`src/rtl/param_pkg.sv`:
```
// Shared parameters and types for the load/store unit: memory range limit, FSM states
// and the funct3 size/sign encoding.
package param_pkg;

    // Highest legal data byte address; consulted only when range checking is built in.
    localparam logic [31:0] D_MEM_MSB = 32'h0000_7FFF;

    typedef enum logic [1:0] {
        StIdle,
        StReq,
        StResp,
        StFault
    } t_lsu_state;

    typedef enum logic [2:0] {
        FnLb  = 3'b000,
        FnLh  = 3'b001,
        FnLw  = 3'b010,
        FnLbu = 3'b100,
        FnLhu = 3'b101
    } t_lsu_funct3;

    // Store encodings share values with the signed loads.
    localparam t_lsu_funct3 FnSb = FnLb;
    localparam t_lsu_funct3 FnSh = FnLh;
    localparam t_lsu_funct3 FnSw = FnLw;

endpackage

```
`src/rtl/rvc_lsu_align.sv`:
```
// Combinational lane logic: store replication, byte enables, load shift/extend and
// misaligned/illegal/out-of-range detection.
module rvc_lsu_align
    import param_pkg::*;
#(
    parameter int unsigned ADDR_W   = 32,
    parameter logic [31:0] D_MSB    = D_MEM_MSB,
    parameter bit          RangeChk = 1'b0
) (
    input  logic              is_store_i,
    input  logic [2:0]        funct3_i,
    input  logic [ADDR_W-1:0] addr_i,
    input  logic [31:0]       st_data_i,
    input  logic [31:0]       rd_word_i,
    output logic [3:0]        byte_en_o,
    output logic [31:0]       st_data_o,
    output logic [31:0]       ld_data_o,
    output logic              fault_o
);

    localparam logic [ADDR_W-1:0] Limit = ADDR_W'(D_MSB);

    logic [1:0]  lane;
    logic        legal;
    logic        misal;
    logic        word_acc;
    logic        range_bad;
    logic [31:0] shifted;

    assign lane = addr_i[1:0];

    always_comb begin
        legal     = 1'b0;
        misal     = 1'b0;
        word_acc  = 1'b0;
        byte_en_o = 4'b0000;
        st_data_o = st_data_i;
        case (funct3_i)
            FnLb: begin
                legal     = 1'b1;
                byte_en_o = 4'b0001 << lane;
                st_data_o = {4{st_data_i[7:0]}};
            end
            FnLh: begin
                legal     = 1'b1;
                misal     = lane[0];
                byte_en_o = 4'b0011 << {lane[1], 1'b0};
                st_data_o = {2{st_data_i[15:0]}};
            end
            FnLw: begin
                legal     = 1'b1;
                misal     = (lane != 2'b00);
                word_acc  = 1'b1;
                byte_en_o = 4'b1111;
            end
            FnLbu: begin
                legal     = !is_store_i;
                byte_en_o = 4'b0001 << lane;
            end
            FnLhu: begin
                legal     = !is_store_i;
                misal     = lane[0];
                byte_en_o = 4'b0011 << {lane[1], 1'b0};
            end
            default: legal = 1'b0;
        endcase
    end

    assign range_bad = (addr_i > Limit) || (word_acc && ((addr_i | ADDR_W'(3)) > Limit));
    assign fault_o   = !legal || misal || (RangeChk && range_bad);

    assign shifted = rd_word_i >> {lane, 3'b000};

    always_comb begin
        ld_data_o = shifted;
        case (funct3_i)
            FnLb:    ld_data_o = {{24{shifted[7]}}, shifted[7:0]};
            FnLh:    ld_data_o = {{16{shifted[15]}}, shifted[15:0]};
            FnLbu:   ld_data_o = {24'h0, shifted[7:0]};
            FnLhu:   ld_data_o = {16'h0, shifted[15:0]};
            default: ld_data_o = shifted;
        endcase
    end

endmodule

```
`src/rtl/rvc_lsu.sv`:
```
// Multi-cycle load/store unit: one op per handshake, single aligned memory request.
// Optional build macro RVC_LSU_RANGE_CHK_EN faults accesses beyond D_MSB.
module rvc_lsu
    import param_pkg::*;
#(
    parameter int unsigned ADDR_W = 32,
    parameter logic [31:0] D_MSB  = D_MEM_MSB
) (
    input  logic              Clock,
    input  logic              Rst,
    input  logic              LsuValid,
    output logic              LsuReady,
    input  logic              LsuIsStore,
    input  logic [2:0]        LsuFunct3,
    input  logic [ADDR_W-1:0] LsuAddr,
    input  logic [31:0]       LsuWrData,
    input  logic [4:0]        LsuRdIdx,
    output logic              WbValid,
    output logic [4:0]        WbRdIdx,
    output logic [31:0]       WbData,
    output logic              LsuFault,
    output logic              DMemReq,
    output logic              DMemWe,
    output logic [3:0]        DMemByteEn,
    output logic [ADDR_W-1:0] DMemAddr,
    output logic [31:0]       DMemWrData,
    input  logic              DMemAck,
    input  logic [31:0]       DMemRdData
);

`ifdef RVC_LSU_RANGE_CHK_EN
    localparam bit RangeChk = 1'b1;
`else
    localparam bit RangeChk = 1'b0;
`endif

    t_lsu_state state_q, state_d;

    logic              is_store_q;
    logic [2:0]        funct3_q;
    logic [ADDR_W-1:0] addr_q;
    logic [4:0]        rd_q;
    logic [3:0]        be_q;
    logic [31:0]       wdata_q;
    logic [31:0]       wb_data_q;

    logic              idle;
    logic              accept;
    logic              op_is_store;
    logic [2:0]        op_funct3;
    logic [ADDR_W-1:0] op_addr;
    logic [3:0]        al_be;
    logic [31:0]       al_st;
    logic [31:0]       al_ld;
    logic              al_fault;

    assign idle   = (state_q == StIdle);
    assign accept = idle && LsuValid;

    // Live inputs decide legality at accept; captured op drives load alignment later.
    assign op_is_store = idle ? LsuIsStore : is_store_q;
    assign op_funct3   = idle ? LsuFunct3  : funct3_q;
    assign op_addr     = idle ? LsuAddr    : addr_q;

    rvc_lsu_align #(
        .ADDR_W   (ADDR_W),
        .D_MSB    (D_MSB),
        .RangeChk (RangeChk)
    ) u_align (
        .is_store_i (op_is_store),
        .funct3_i   (op_funct3),
        .addr_i     (op_addr),
        .st_data_i  (LsuWrData),
        .rd_word_i  (DMemRdData),
        .byte_en_o  (al_be),
        .st_data_o  (al_st),
        .ld_data_o  (al_ld),
        .fault_o    (al_fault)
    );

    always_ff @(posedge Clock) begin
        if (Rst) begin
            state_q    <= StIdle;
            is_store_q <= 1'b0;
            funct3_q   <= 3'b000;
            addr_q     <= '0;
            rd_q       <= 5'd0;
            be_q       <= 4'b0000;
            wdata_q    <= 32'h0;
            wb_data_q  <= 32'h0;
        end else begin
            state_q <= state_d;
            if (accept) begin
                is_store_q <= LsuIsStore;
                funct3_q   <= LsuFunct3;
                addr_q     <= LsuAddr;
                rd_q       <= LsuRdIdx;
                be_q       <= al_be;
                wdata_q    <= al_st;
            end
            if ((state_q == StReq) && DMemAck && !is_store_q) begin
                wb_data_q <= al_ld;
            end
        end
    end

    always_comb begin
        state_d = state_q;
        unique case (state_q)
            StIdle: begin
                if (LsuValid) begin
                    state_d = al_fault ? StFault : StReq;
                end
            end
            StReq: begin
                if (DMemAck) begin
                    state_d = is_store_q ? StIdle : StResp;
                end
            end
            StResp:  state_d = StIdle;
            StFault: state_d = StIdle;
            default: state_d = StIdle;
        endcase
    end

    always_comb begin
        LsuReady   = idle;
        DMemReq    = (state_q == StReq);
        DMemWe     = (state_q == StReq) && is_store_q;
        DMemByteEn = (state_q == StReq) ? be_q : 4'b0000;
        DMemAddr   = {addr_q[ADDR_W-1:2], 2'b00};
        DMemWrData = wdata_q;
        WbValid    = (state_q == StResp) && (rd_q != 5'd0);
        WbRdIdx    = rd_q;
        WbData     = wb_data_q;
        LsuFault   = (state_q == StFault);
    end

endmodule

```
`config.mk`:
```
export PLATFORM = sky130hd
export DESIGN_NAME = rvc_lsu
export DESIGN_NICKNAME = d
export VERILOG_FILES = /design/src/rtl/param_pkg.sv /design/src/rtl/rvc_lsu_align.sv /design/src/rtl/rvc_lsu.sv
export SDC_FILE = /design/constraint.sdc
export NUM_CORES = 1
export LEC_CHECK = 0
export CORE_MARGIN = 3
export CORE_UTILIZATION = 43
export DETAILED_ROUTE_END_ITERATION = 6
export PLACE_DENSITY = 0.8
export SLEW_MARGIN = 20
export SYNTH_ARGS = -nofsm -noshare
export SYNTH_HDL_FRONTEND = slang
export SYNTH_SLANG_ARGS = --single-unit
```
`constraint.sdc`:
```
create_clock -name Clock -period 3.1 [get_ports Clock]
set_clock_uncertainty 0.15 [all_clocks]
set_input_delay 0.62 -clock Clock [delete_from_list [all_inputs] [get_ports Clock]]
set_output_delay 0.62 -clock Clock [all_outputs]
set_load 0.005 [all_outputs]
```
==> flow_summary.toml <==
[layout]
final_cell_mix = "clkdlybuf4s50_1, nand2_1, dfxtp_1"
drive_gt1_share_pct = 6.46
antenna_cells = 0
layout_commonest_cell = "clkdlybuf4s50_1"
fin_nets = 893
fill_cells = 978
final_area_um2 = 7600
area_growth_pct = 42.7

[cts]
post-cts-setup-buffer-count = 0
cts_htree_levels = 3
cts_resized = 0
cts.sinks = 111
cts-root-buf = "clkbuf_16"
tritoncts = "yes"
hold_buffers = 0
cts_made_buffers = 9
path_clk_slew_ns = 0.07
clk_path_buf_depth = 2
clock_latency_ns = 0.35

[worst_hold_path]
hold_class = "register to register"

[placement]
gp_congestion = 0.877
place.port_buffers = 216
placed_area_um2 = 7310
hpwlAfterDp_um = 12300

[sta]
rsz0062_at_grt = "no"
hold_viol_final = 0
slew_viol_final = 0
setup_viol = 0
max_freq_mhz = 336
tightest_slew_ns = 0.642
finalCritPeriodShare_pct = 96.0
fin_crit_ns = 2.98
slew_headroom_pct = 57.0
tns_ns = 0

[die]
initial_core_util_pct = 44.2
dieArea_um2 = 13800
die_height_um = 117
fp-row-count = 40
ios = 219
core_region_area_um2 = 12100
die_w_um = 117

[detailed_routing]
route.detailed.drc = 0
vias_per_cell = 5.42
postRouteAntennaNets = 0
wl_um = 16700
dr.pass1.iters = 5
vias = 5185
wl_per_cell_um = 17.4
dr.first_iter.drc_count = 539

[synthesis]
synth_top_family_by_area = "compound AO/OA/AOI/OAI gates"
synth_area_um2 = 5330
ys_types = 57
synth-edff-count = 0
synth_cells = 626
yosys_register_bits = 111
seq_area_frac_synth_pct = 41.7
async_flop_share_pct = 0
synth_top_area_cell = "dfxtp_1"
synthAdderAreaFrac_pct = 0
synthMuxAreaShare_pct = 8.38
syn_area_per_cell_um2 = 8.51
synth-main-ff-cell = "dfxtp_1"
synth_xor_area_share_pct = 0
synth_simple_gate_area_share_pct = 17.7
ys_top_cells_by_area = "dfxtp_1, nand2_1, a21oi_1, buf_4, mux2i_1"
synth_top_area_share_pct = 41.7
yosysWarningCount = 0
synth_compound_area_share_pct = 21.9

[grt]
grt_overflow_total = 0
grt_pass1_vias = 5298
grt_pass1_wl_um = 26500
grt_max_degree = 62
track_usage_pct = 23.4
antenna_found_initial = 0

[power_and_ir_drop]
power.density_nw_per_um2 = 510
vdd_drop_max_uv = 286
leakage_uw = 0.00279

[worst_setup_path]
cp_data_arrival_time_ns = 2.21
worstSetupPathType = "register to output pin"
endpoint_kind = "output pin"
startpoint_type = "register"
crit_chain = "nor2b_1 -> and2_1 -> clkdlybuf4s50_1"
required_ns = 2.33
critPathMaxFanout = 11
max_stage_delay_ns = 0.58
slowest_stage = "nor2b_1"

[status]
status = "complete, no violations"

[run]
cap_viol_max_count = 0
==> final timing paths <==
check | from | end | slack, ns | cells past startpoint
max | state_q[0]$_SDFFE_PP0P_ | DMemWe | 0.12 | 3
min | addr_q[31]$_SDFFE_PP0P_ | addr_q[31]$_SDFFE_PP0P_ | 0.30 | 2
max reg2reg | state_q[0]$_SDFFE_PP0P_ | WbData[28]$_SDFFE_PP0P_ | 0.32 | 6
min reg2reg | addr_q[31]$_SDFFE_PP0P_ | addr_q[31]$_SDFFE_PP0P_ | 0.30 | 2
==> metrics by stage <==
step	hold WS (ns)	power, uW	std cells	utilization (%)	worst slack [ns]
after floorplan	0.287	2290	627	-	0.765
after global placement	0.292	2710	941	60.6	0.251
after detailed placement	0.297	2750	941	60.6	0.158
after CTS	0.306	3900	957	63.0	0.180
after global routing	0.316	4060	957	63.0	0.0562
final	0.304	3880	957	63.0	0.124
==> Yosys cell counts (2+ instances only) <==
master       n
a311oi_1    23
buf_1        2
mux4_2       7
mux2i_1     24
and2_1       8
o31ai_1      3
a2bb2oi_1    7
nand2b_1     3
inv_1        4
buf_4       36
a21oi_1     78
dfxtp_1    111
nand3_1      2
o21ai_0      3
buf_6        5
a211o_1      2
a211oi_1    24
and3_1       2
nor2_1      56
clkbuf_1    26
o21a_1       9
buf_2       11
nand2_1    136
o221a_2      2
or3_1        2
nor3_1       2
a22o_1       8
==> sequential cells by signal (all words and copies together) (netlist names) <==
register    count
DMemWrData     32
WbData         32
addr_q         32
WbRdIdx         5
be_q            4
funct3_q        3
state_q         2
is_store_q      1
==> cells by family after synthesis <==
family,count (synthesis)
buffers and inverters,87
muxes,34
other,1
DFF,111
AOI/OAI and AO/OA,170
and+or+nand+nor,223
==> power breakdown <==
group | internal (uW) | switching, uW | total (uW)
Clock | 646 | 507 | 1150
Combinational | 575 | 521 | 1100
Sequential | 1550 | 78.0 | 1630
==> area by class of cell <==
type	instances	area, um2	share of cell area, %
Multi-Input combinational cell	429	2570	33.8
Clock buffer	12	246	3.24
Tap cell	168	210	2.76
Sequential cell	111	2220	29.2
Timing Repair Buffer	228	2290	30.1
Clock inverter	4	45.0	0.592
Inverter	5	23.8	0.313
==> metal layers <==
| layer | wire (um) | GRT usage (%) | part of all wire [%] |
|---|---|---|---|
| met4 | 498 | 11.4 | 3.0 |
| met3 | 1400 | 6.03 | 8.4 |
| met2 | 8320 | 40.1 | 50 |
| met1 | 6480 | 27.3 | 39 |
| met5 | 0 | 0 | 0 |
==> worst max-delay path, delay by kind of cell, from the launching register on <==
family / cells / cell delay [ns]
buffers and inverters: 1 / 0.52
DFF: 1 / 0.55
and+or+nand+nor: 2 / 0.79
(Power assumes the default switching activity.)
